## src/rtl/note_scheduler.sv

```systemverilog
// PS/2 note-key scheduler: parses make/break/extended scan codes and keeps a
// last-pressed-priority stack of held notes driving a monophonic tone generator.
module note_scheduler #(
  parameter int DEPTH = 4,
  parameter int CNT_W = 3
) (
  input  logic             clock,
  input  logic             reset_n,
  input  logic [7:0]       ps2_data,
  input  logic             ps2_valid,
  input  logic             flush,
  output logic [7:0]       note_code,
  output logic             note_on,
  output logic             note_change,
  output logic [CNT_W-1:0] held_count,
  output logic             overflow
);

  typedef enum logic [1:0] {
    ST_IDLE    = 2'd0,
    ST_BRK     = 2'd1,
    ST_EXT     = 2'd2,
    ST_EXT_BRK = 2'd3
  } state_t;

  localparam logic [CNT_W-1:0] CNT_ZERO = {CNT_W{1'b0}};
  localparam logic [CNT_W-1:0] CNT_ONE  = {{(CNT_W-1){1'b0}}, 1'b1};
  localparam logic [CNT_W-1:0] CNT_FULL = CNT_W'(DEPTH);

  state_t           state_r;
  state_t           state_nxt_s;
  logic [7:0]       stk_r     [DEPTH];
  logic [7:0]       stk_nxt_s [DEPTH];
  logic             make_s;
  logic             brk_s;
  logic             hit_s;
  logic [CNT_W-1:0] hit_idx_s;
  logic             rm_en_s;
  logic [CNT_W-1:0] rm_idx_s;
  logic             push_en_s;
  logic             ovf_s;
  logic [CNT_W-1:0] base_cnt_s;
  logic [CNT_W-1:0] cnt_nxt_s;
  logic [7:0]       top_s;
  logic             on_nxt_s;

  function automatic logic is_note(input logic [7:0] code);
    case (code)
      8'h15, 8'h1D, 8'h24, 8'h2D, 8'h2C, 8'h35,
      8'h3C, 8'h43, 8'h44, 8'h4D, 8'h54, 8'h5B: is_note = 1'b1;
      default:                                   is_note = 1'b0;
    endcase
  endfunction

  // Scan-code parser: next state plus make/break action strobes
  always_comb begin
    state_nxt_s = state_r;
    make_s      = 1'b0;
    brk_s       = 1'b0;
    if (ps2_valid) begin
      case (state_r)
        ST_IDLE: begin
          if (ps2_data == 8'hF0) begin
            state_nxt_s = ST_BRK;
          end else if (ps2_data == 8'hE0) begin
            state_nxt_s = ST_EXT;
          end else begin
            state_nxt_s = ST_IDLE;
            make_s      = is_note(ps2_data);
          end
        end
        ST_BRK: begin
          state_nxt_s = ST_IDLE;
          brk_s       = is_note(ps2_data);
        end
        ST_EXT: begin
          if (ps2_data == 8'hF0) begin
            state_nxt_s = ST_EXT_BRK;
          end else begin
            state_nxt_s = ST_IDLE;
          end
        end
        ST_EXT_BRK: state_nxt_s = ST_IDLE;
        default:    state_nxt_s = ST_IDLE;
      endcase
    end else begin
      state_nxt_s = state_r;
    end
  end

  // Stack update: every action is "remove one entry (optional), then push on top (optional)"
  always_comb begin
    hit_s     = 1'b0;
    hit_idx_s = CNT_ZERO;
    for (int i = 0; i < DEPTH; i++) begin
      if ((CNT_W'(i) < held_count) && (stk_r[i] == ps2_data)) begin
        hit_s     = 1'b1;
        hit_idx_s = CNT_W'(i);
      end else begin
        hit_s     = hit_s;
      end
    end

    rm_en_s   = 1'b0;
    rm_idx_s  = hit_idx_s;
    push_en_s = 1'b0;
    ovf_s     = 1'b0;
    if (make_s) begin
      push_en_s = 1'b1;
      if (hit_s) begin
        rm_en_s = 1'b1;
      end else if (held_count == CNT_FULL) begin
        // full stack: evict the oldest entry at the bottom
        rm_en_s  = 1'b1;
        rm_idx_s = CNT_ZERO;
        ovf_s    = 1'b1;
      end else begin
        rm_en_s = 1'b0;
      end
    end else if (brk_s && hit_s) begin
      rm_en_s = 1'b1;
    end else begin
      rm_en_s = 1'b0;
    end

    base_cnt_s = held_count - {{(CNT_W-1){1'b0}}, rm_en_s};
    cnt_nxt_s  = base_cnt_s + {{(CNT_W-1){1'b0}}, push_en_s};

    for (int i = 0; i < DEPTH; i++) begin
      stk_nxt_s[i] = stk_r[i];
    end
    for (int i = 0; i < DEPTH - 1; i++) begin
      if (rm_en_s && (CNT_W'(i) >= rm_idx_s)) begin
        stk_nxt_s[i] = stk_r[i+1];
      end else begin
        stk_nxt_s[i] = stk_nxt_s[i];
      end
    end
    for (int i = 0; i < DEPTH; i++) begin
      if (push_en_s && (CNT_W'(i) == base_cnt_s)) begin
        stk_nxt_s[i] = ps2_data;
      end else begin
        stk_nxt_s[i] = stk_nxt_s[i];
      end
    end

    // an empty stack keeps the last sounding code
    top_s = note_code;
    for (int i = 0; i < DEPTH; i++) begin
      if ((CNT_W'(i) + CNT_ONE) == cnt_nxt_s) begin
        top_s = stk_nxt_s[i];
      end else begin
        top_s = top_s;
      end
    end
    on_nxt_s = (cnt_nxt_s != CNT_ZERO);
  end

  // State, stack and registered outputs; flush is the synchronous clear
  always_ff @(posedge clock or negedge reset_n) begin
    if (!reset_n) begin
      state_r     <= ST_IDLE;
      held_count  <= CNT_ZERO;
      note_code   <= 8'h00;
      note_on     <= 1'b0;
      note_change <= 1'b0;
      overflow    <= 1'b0;
      for (int i = 0; i < DEPTH; i++) begin
        stk_r[i] <= 8'h00;
      end
    end else if (flush) begin
      state_r     <= ST_IDLE;
      held_count  <= CNT_ZERO;
      note_on     <= 1'b0;
      note_change <= note_on;
      overflow    <= 1'b0;
    end else begin
      state_r     <= state_nxt_s;
      held_count  <= cnt_nxt_s;
      note_code   <= top_s;
      note_on     <= on_nxt_s;
      note_change <= (top_s != note_code) || (on_nxt_s != note_on);
      overflow    <= ovf_s;
      for (int i = 0; i < DEPTH; i++) begin
        stk_r[i] <= stk_nxt_s[i];
      end
    end
  end

endmodule
```

## config.mk

```make
export PLATFORM = sky130hd
export DESIGN_NAME = note_scheduler
export DESIGN_NICKNAME = d
export VERILOG_FILES = /design/src/rtl/note_scheduler.sv
export SDC_FILE = /design/constraint.sdc
export NUM_CORES = 1
export LEC_CHECK = 0
export CAP_MARGIN = 20
export CORE_UTILIZATION = 45
export CTS_CLUSTER_DIAMETER = 60
export DETAILED_ROUTE_END_ITERATION = 6
export DONT_BUFFER_PORTS = 1
export SYNTH_ARGS = -nofsm -noshare
export SYNTH_HDL_FRONTEND = slang
export SYNTH_SLANG_ARGS = --single-unit
```

## constraint.sdc

```tcl
create_clock -name clock -period 5.76 [get_ports clock]
set_input_delay 1.152 -clock clock [delete_from_list [all_inputs] [get_ports clock]]
set_output_delay 1.152 -clock clock [all_outputs]
set_load 0.03 [all_outputs]
```

==> results of run 1 <==
[cells by family after synthesis]
kind of cell	after synthesis
mux	39
fa+ha+maj	3
flops	48
buf+inv	34
xor+xnor	44
compound gates	128
simple gates	125
[cell usage in the layout (no fill, tap or decap), types with 5 or more instances in the layout]
master | netlist | routed
nor3_1 | 5 | 5
dfrtp_1 | 48 | 48
o31ai_1 | 8 | 8
nand3_1 | 9 | 9
buf_4 | 2 | 9
mux2_2 | 31 | 31
xor2_1 | 13 | 13
nor2b_1 | 5 | 5
clkbuf_8 | 0 | 5
a22o_1 | 6 | 6
xnor2_1 | 31 | 31
o22ai_1 | 8 | 8
nand2b_1 | 5 | 5
mux2i_1 | 8 | 8
a21oi_1 | 36 | 36
nor2_1 | 29 | 29
inv_1 | 8 | 8
nand2_1 | 42 | 42
o21ai_0 | 28 | 28
a22oi_1 | 15 | 15
[flip-flops by register name, indices dropped and copies added (netlist names)]
signal / cells
stk_r: 32
note_code: 8
held_count: 3
state_r: 2
note_change: 1
note_on: 1
overflow: 1
[how the worst min path moves through the flow]
stage	startpoint	slack, ns	endpoint	cells after the start
detailed placement	stk_r[24]	0.56	stk_r[24]	2
global route	reset_n	0.51	stk_r[7]	0
finish	reset_n	0.53	held_count[2]	0
floorplan	stk_r[31]	0.52	stk_r[31]	2
global placement	stk_r[28]	0.55	stk_r[28]	2
CTS	reset_n	0.52	overflow	0
[power by group]
part	switching [µW]	internal, µW	total, µW
Combinational	91.9	113	205
Sequential	92.5	374	466
Clock	127	82.8	210
[stage by stage]
| step | hold WS, ns | total power [µW] | utilization [%] | worst slack [ns] |
|---|---|---|---|---|
| final | 0.529 | 882 | 49.2 | 0.576 |
| after global routing | 0.512 | 920 | 49.2 | 0.262 |
| after detailed placement | 0.564 | 676 | 48.2 | 0.302 |
| after CTS | 0.521 | 884 | 49.2 | 0.614 |
| after floorplan | 0.518 | 644 | - | 0.232 |
| after global placement | 0.554 | 674 | 48.2 | 0.456 |
[cell type report]
class	count	area, µm²	share of cell area [%]
Tap cell	102	128	3.31
Sequential cell	48	1200	31.1
Timing Repair Buffer	9	67.6	1.75
Clock inverter	2	12.5	0.324
Multi-Input combinational cell	339	2350	61.0
Clock buffer	5	68.8	1.78
Inverter	8	30.0	0.778
[worst max-delay path: cells and delay by family]
kind                       cells  cell delay (ns)
AOI/OAI and AO/OA              9             1.89
xor gates and xnor gates       3             0.80
adders and majority gates      2             0.35
and+or+nand+nor                4             1.17
[routing by layer]
layer	vias to the layer above	routed length [µm]	GRT usage, %	part of all wire, %
li1	1513	-	-	-
met1	1651	5080	39.1	45
met2	150	5080	42.0	45
met5	-	0	0	0
met3	14	1010	6.40	8.9
met4	0	185	7.44	1.6
==> flow_summary_export.csv, run 1 <==
group,metric,value,unit
worst_setup_path,crit_path_top_delay_cell,"or4_1",
placed_design,port_buffers,0,
detailed_routing,initialDrtViolationCount,363,
finish,final_cells,513,
cts,cts_setup_buffers,0,
cts,clkTransAtPathRegs,0.10,ns
detailed_routing,drt_pre_antenna_iters,5,
worst_setup_path,critical_path.cell_chain,"xor2_1 > or4_1 > nor3_1 > o31ai_1 > a21oi_1 > ha_1 > ha_1 > xor2_1 > nand2_1 > a21o_1 > a2111oi_0 > a31o_2 > a22o_1 > a21oi_1 > o31ai_1 > xnor2_1 > nand4_1 > o32a_1",
cts,cts_tree,"built",
cts,cts_max_path_buffers,2,
run,max_cap_violations,0,
worst_setup_path,path_max_fanout,19,
worst_setup_path,critical_path.startpoint_type,"input pin",
worst_setup_path,reg2reg_depth,18,
global_routing,grt_max_degree,49,
detailed_routing,num_vias,3328,
timing,finalCriticalPeriod,5.18,ns
timing,tightest_slew,0.756,ns
logic_synthesis,async_reset_ff_share,100,%
finish,fin_nets,426,
logic_synthesis,synth_edf_count,0,
placed_design,placed_cell_area,0.00378,mm²
timing,finalSetupTns,0,ns
finish,synthToLayoutAreaGrowth,3.70,%
outcome,outcome,"finished, final reports clean",
logic_synthesis,synthXorXnorAreaFrac,10.3,%
logic_synthesis,synthMuxAreaShare,11.5,%
cts,cts_resized,0,
logic_synthesis,yosys_warnings,0,
timing,rsz0062_at_grt,"no",
logic_synthesis,synth_simple_gate_area_share,17.5,%
detailed_routing,viasPerCell,6.49,
floorplanning,core,0.00785,mm²
floorplanning,start_util,47.4,%
logic_synthesis,yosysUniqueCellTypes,65,
worst_setup_path,end_kind,"register",
timing,clock_skew,0.00533,ns
logic_synthesis,syn_nets,436,
logic_synthesis,synth_ff_type,"dfrtp_1",
cts,root_buffer,"clkbuf_8",
timing,setup_viol,0,
global_routing,grt_pass1_wl,18.0,mm
worst_setup_path,critPathLaunch,"ps2_data[4]",
placed_design,dp_hpwl,8.09,mm
finish,design_area,0.00386,mm²
detailed_routing,drc_errors,0,
worst_setup_path,reg2reg_to,"note_change",
logic_synthesis,yosys-top-cells-count,"dfrtp_1 (48), nand2_1 (42), a21oi_1 (36), mux2_2 (31), xnor2_1 (31)",
timing,hold_viol,0,
cts,clk_latency,0.30,ns
floorplanning,num_rows,32,
finish,insertedDiodeCount,0,
logic_synthesis,synth-seq-area-share,32.3,%
global_routing,grt_pass1_vias,3140,
worst_setup_path,critPathKind,"in -> reg",
timing,fmax,0.193,GHz
logic_synthesis,synth_area_leaders,"dfrtp_1 (32%), mux2_2 (9.4%), xnor2_1 (7.3%), a21oi_1 (4.8%), nand2_1 (4.2%)",
global_routing,antenna_found_initial,0,
timing,fin_crit_sh,90.0,%
finish,fillers,788,
detailed_routing,wl_per_cell,22.1,µm
pwr,cellPowerDensity,228,mW/mm²
pwr,max-vdd-ir-drop,147,µV
worst_setup_path,worst-r2r-setup-slack,0.84,ns
worst_setup_path,r2r-start,"held_count[2]",
cts,cts_made_buffers,5,
finish,layout-drive-gt1-share,15.3,%
cts,cts_hold_repair.buffers,0,
timing,slew_headroom,49.6,%
pwr,power.leakage,0.00155,µW
worst_setup_path,cp-endpoint,"note_change",
worst_setup_path,worstPathArrival,5.38,ns
cts,htreeDepth,2,
worst_setup_path,slowest_delay,0.53,ns
logic_synthesis,synthAdderAreaFrac,1.01,%
global_routing,overflow,0,
placed_design,placed_cells,506,
floorplanning,dieArea,0.00864,mm²
detailed_routing,drtAntennaViolNets,0,
logic_synthesis,synthesis.area,0.00372,mm²
logic_synthesis,ys_seq_elements,48,
worst_setup_path,worstPathRequired,5.95,ns
cts,cts.sinks,48,
logic_synthesis,yosysMostFrequentCell,"dfrtp_1",
timing,slew_violations,0,
logic_synthesis,synth_top_family_by_area,"compound AO/OA/AOI/OAI gates",
logic_synthesis,yosys.area.top_type,"dfrtp_1",
global_routing,grt_usage,27.6,%
logic_synthesis,synth_top_area_share,32.3,%
logic_synthesis,synthCells,421,
floorplanning,die_width,93.0,µm
placed_design,place.gp.congestion,0.912,
floorplanning,io_pins,26,
detailed_routing,routed_wl,11.4,mm
logic_synthesis,synth-compound-area-share,22.8,%
floorplanning,die_h,93.0,µm
min_path,hp-class,"in -> async",
logic_synthesis,synth_area_per_cell,8.84,µm²
(Power assumes the default switching activity.)
==> run 2: changes to the inputs <==
--- a/config.mk
+++ b/config.mk
@@ -6,6 +6,7 @@
 export NUM_CORES = 1
 export LEC_CHECK = 0
 export CAP_MARGIN = 20
+export CORE_MARGIN = 3
 export CORE_UTILIZATION = 45
 export CTS_CLUSTER_DIAMETER = 60
 export DETAILED_ROUTE_END_ITERATION = 6
==> run 2 against run 1 <==
Against the previous run: wire length fell by 3.3%; sequential power hardly changed; worst setup slack worse by 0.27 ns; core utilization shrank 0.059 points; combinational power about the same; die area up 8.8%; final cell count shrank 0.19%; register-to-register slack worse by 0.26 ns; critical path type unchanged; clock power increased by 20%; global-route usage is 4.1 points lower.
==> flow_summary_export.csv, run 2 (same netlist as run 1, synthesis figures left out) <==
group,metric,value,unit
finish,insertedDiodeCount,0,
placed_design,placed_cells,504,
finish,design_area,0.00388,mm²
cts,cts_setup_buffers,0,
finish,layout-drive-gt1-share,15.1,%
finish,synthToLayoutAreaGrowth,4.10,%
global_routing,grt_pass1_vias,3268,
timing,fmax,0.183,GHz
timing,layout_setup_ws,0.307,ns
finish,largest_reg_flops,32,
cts,cts.sinks,48,
timing,setup_viol,0,
placed_design,place_ws,0.103,ns
pwr,cellPowerDensity,239,mW/mm²
finish,final_common_cell,"dfrtp_1",
worst_setup_path,crit_path_top_delay_cell,"nand2b_1",
worst_setup_path,critPathKind,"in -> reg",
floorplanning,start_util,47.2,%
floorplanning,core,0.00789,mm²
cts,root_buffer,"clkbuf_8",
timing,slew_headroom,31.8,%
cts,clkTransAtPathRegs,0.10,ns
detailed_routing,drtAntennaViolNets,0,
detailed_routing,initialDrtViolationCount,238,
global_routing,overflow,0,
timing,slew_violations,0,
timing,finalCriticalPeriod,5.45,ns
worst_setup_path,path_max_fanout,19,
global_routing,grt_usage,23.5,%
worst_setup_path,worst-r2r-setup-slack,0.58,ns
placed_design,placed_cell_area,0.00376,mm²
detailed_routing,drc_errors,0,
timing,rsz0062_at_grt,"no",
finish,final_cells,512,
detailed_routing,num_vias,3314,
min_path,hp-class,"in -> async",
worst_setup_path,slowest_delay,0.56,ns
placed_design,dp_hpwl,7.86,mm
floorplanning,dieArea,0.00940,mm²
global_routing,grt_pass1_wl,17.8,mm
cts,cts_hold_repair.buffers,0,
finish,top_regs,"stk_r x32, note_code x8, held_count x3",
outcome,outcome,"finished, final reports clean",
timing,clock_skew,0.00715,ns
timing,tightest_slew,1.02,ns
floorplanning,io_pins,26,
global_routing,antenna_found_initial,0,
worst_setup_path,critical_path.startpoint_type,"input pin",
floorplanning,num_rows,32,
pwr,power.leakage,0.00155,µW
worst_setup_path,worstPathArrival,5.66,ns
cts,clk_latency,0.31,ns
detailed_routing,viasPerCell,6.47,
finish,layout_common_cells,"dfrtp_1 (48), nand2_1 (42), a21oi_1 (36)",
floorplanning,die_h,97.0,µm
cts,cts_max_path_buffers,2,
finish,fin_nets,424,
worst_setup_path,end_kind,"register",
timing,finalSetupTns,0,ns
timing,fin_crit_sh,94.7,%
cts,cts_tree,"built",
worst_setup_path,worstPathRequired,5.96,ns
cts,cts_made_buffers,5,
global_routing,grt_max_degree,49,
cts,cts_resized,0,
placed_design,place.gp.congestion,0.915,
detailed_routing,wl_per_cell,21.4,µm
pwr,max-vdd-ir-drop,90.8,µV
floorplanning,die_width,97.0,µm
cts,htreeDepth,2,
finish,top_register,"stk_r",
placed_design,port_buffers,0,
detailed_routing,drt_pre_antenna_iters,5,
worst_setup_path,crit_top_cell,"a21oi_1",
detailed_routing,routed_wl,11.0,mm
timing,hold_viol,0,
worst_setup_path,critical_path.cell_chain,"xor2_1 > or4_1 > nor3_1 > o31ai_1 > a21oi_1 > ha_1 > ha_1 > xor2_1 > mux2i_1 > nand2b_1 > a21oi_1 > o21ai_0 > a21oi_1 > o31ai_1 > xnor2_1 > nand4_1 > o32a_1",
run,max_cap_violations,0,
## run 2: cell count changes in the layout (fill, tap and decap cells not counted), sizes merged
cell    previous run  this run
buf                9         7
bufinv             0         1
## run 2: layout make-up
class,instances,area [µm²]
Multi-Input combinational cell,339,2350
Inverter,8,30.0
Timing Repair Buffer,7,52.6
Fill cell,753,4010
Tap cell,102,128
Clock buffer,5,68.8
Clock inverter,3,42.5
Sequential cell,48,1200
## run 2: worst paths after layout
check	from	to	cells past startpoint
min in group clock	state_r[0]	state_r[0]	2
hold / removal	reset_n	held_count[1]	0
setup reg to reg	held_count[2]	note_change	17
setup / recovery	ps2_data[4]	note_change	17
max in group asynchronous	reset_n	note_code[1]	0
hold reg to reg	state_r[0]	state_r[0]	2
## run 2: power breakdown
part / switching, µW / internal (µW) / total [µW]
sequential: 92.2 / 374 / 466
combinational: 94.6 / 113 / 207
clock: 124 / 129 / 252
## run 2: critical path, delay by kind of cell
kind | cells | cell delay (ns)
mux | 1 | 0.29
compound gates | 7 | 1.45
fa+ha+maj | 2 | 0.35
xor+xnor | 3 | 0.67
simple gates | 4 | 1.73
## run 2: metal layers
metal	wire length, µm	GRT usage, %	part of all wire [%]
met5	0	0	0
met4	327	9.18	3.0
met3	733	4.47	6.7
met2	5110	37.7	47
met1	4800	31.1	44
## run 2: metrics by stage
stage / util [%] / hold slack [ns] / total power (µW)
2_1_floorplan: - / 0.518 / 644
5_1_grt: 49.1 / 0.506 / 975
3_5_place_dp: 47.7 / 0.583 / 679
6_report: 49.1 / 0.526 / 926
3_3_place_gp: 47.7 / 0.571 / 677
4_1_cts: 49.1 / 0.517 / 931
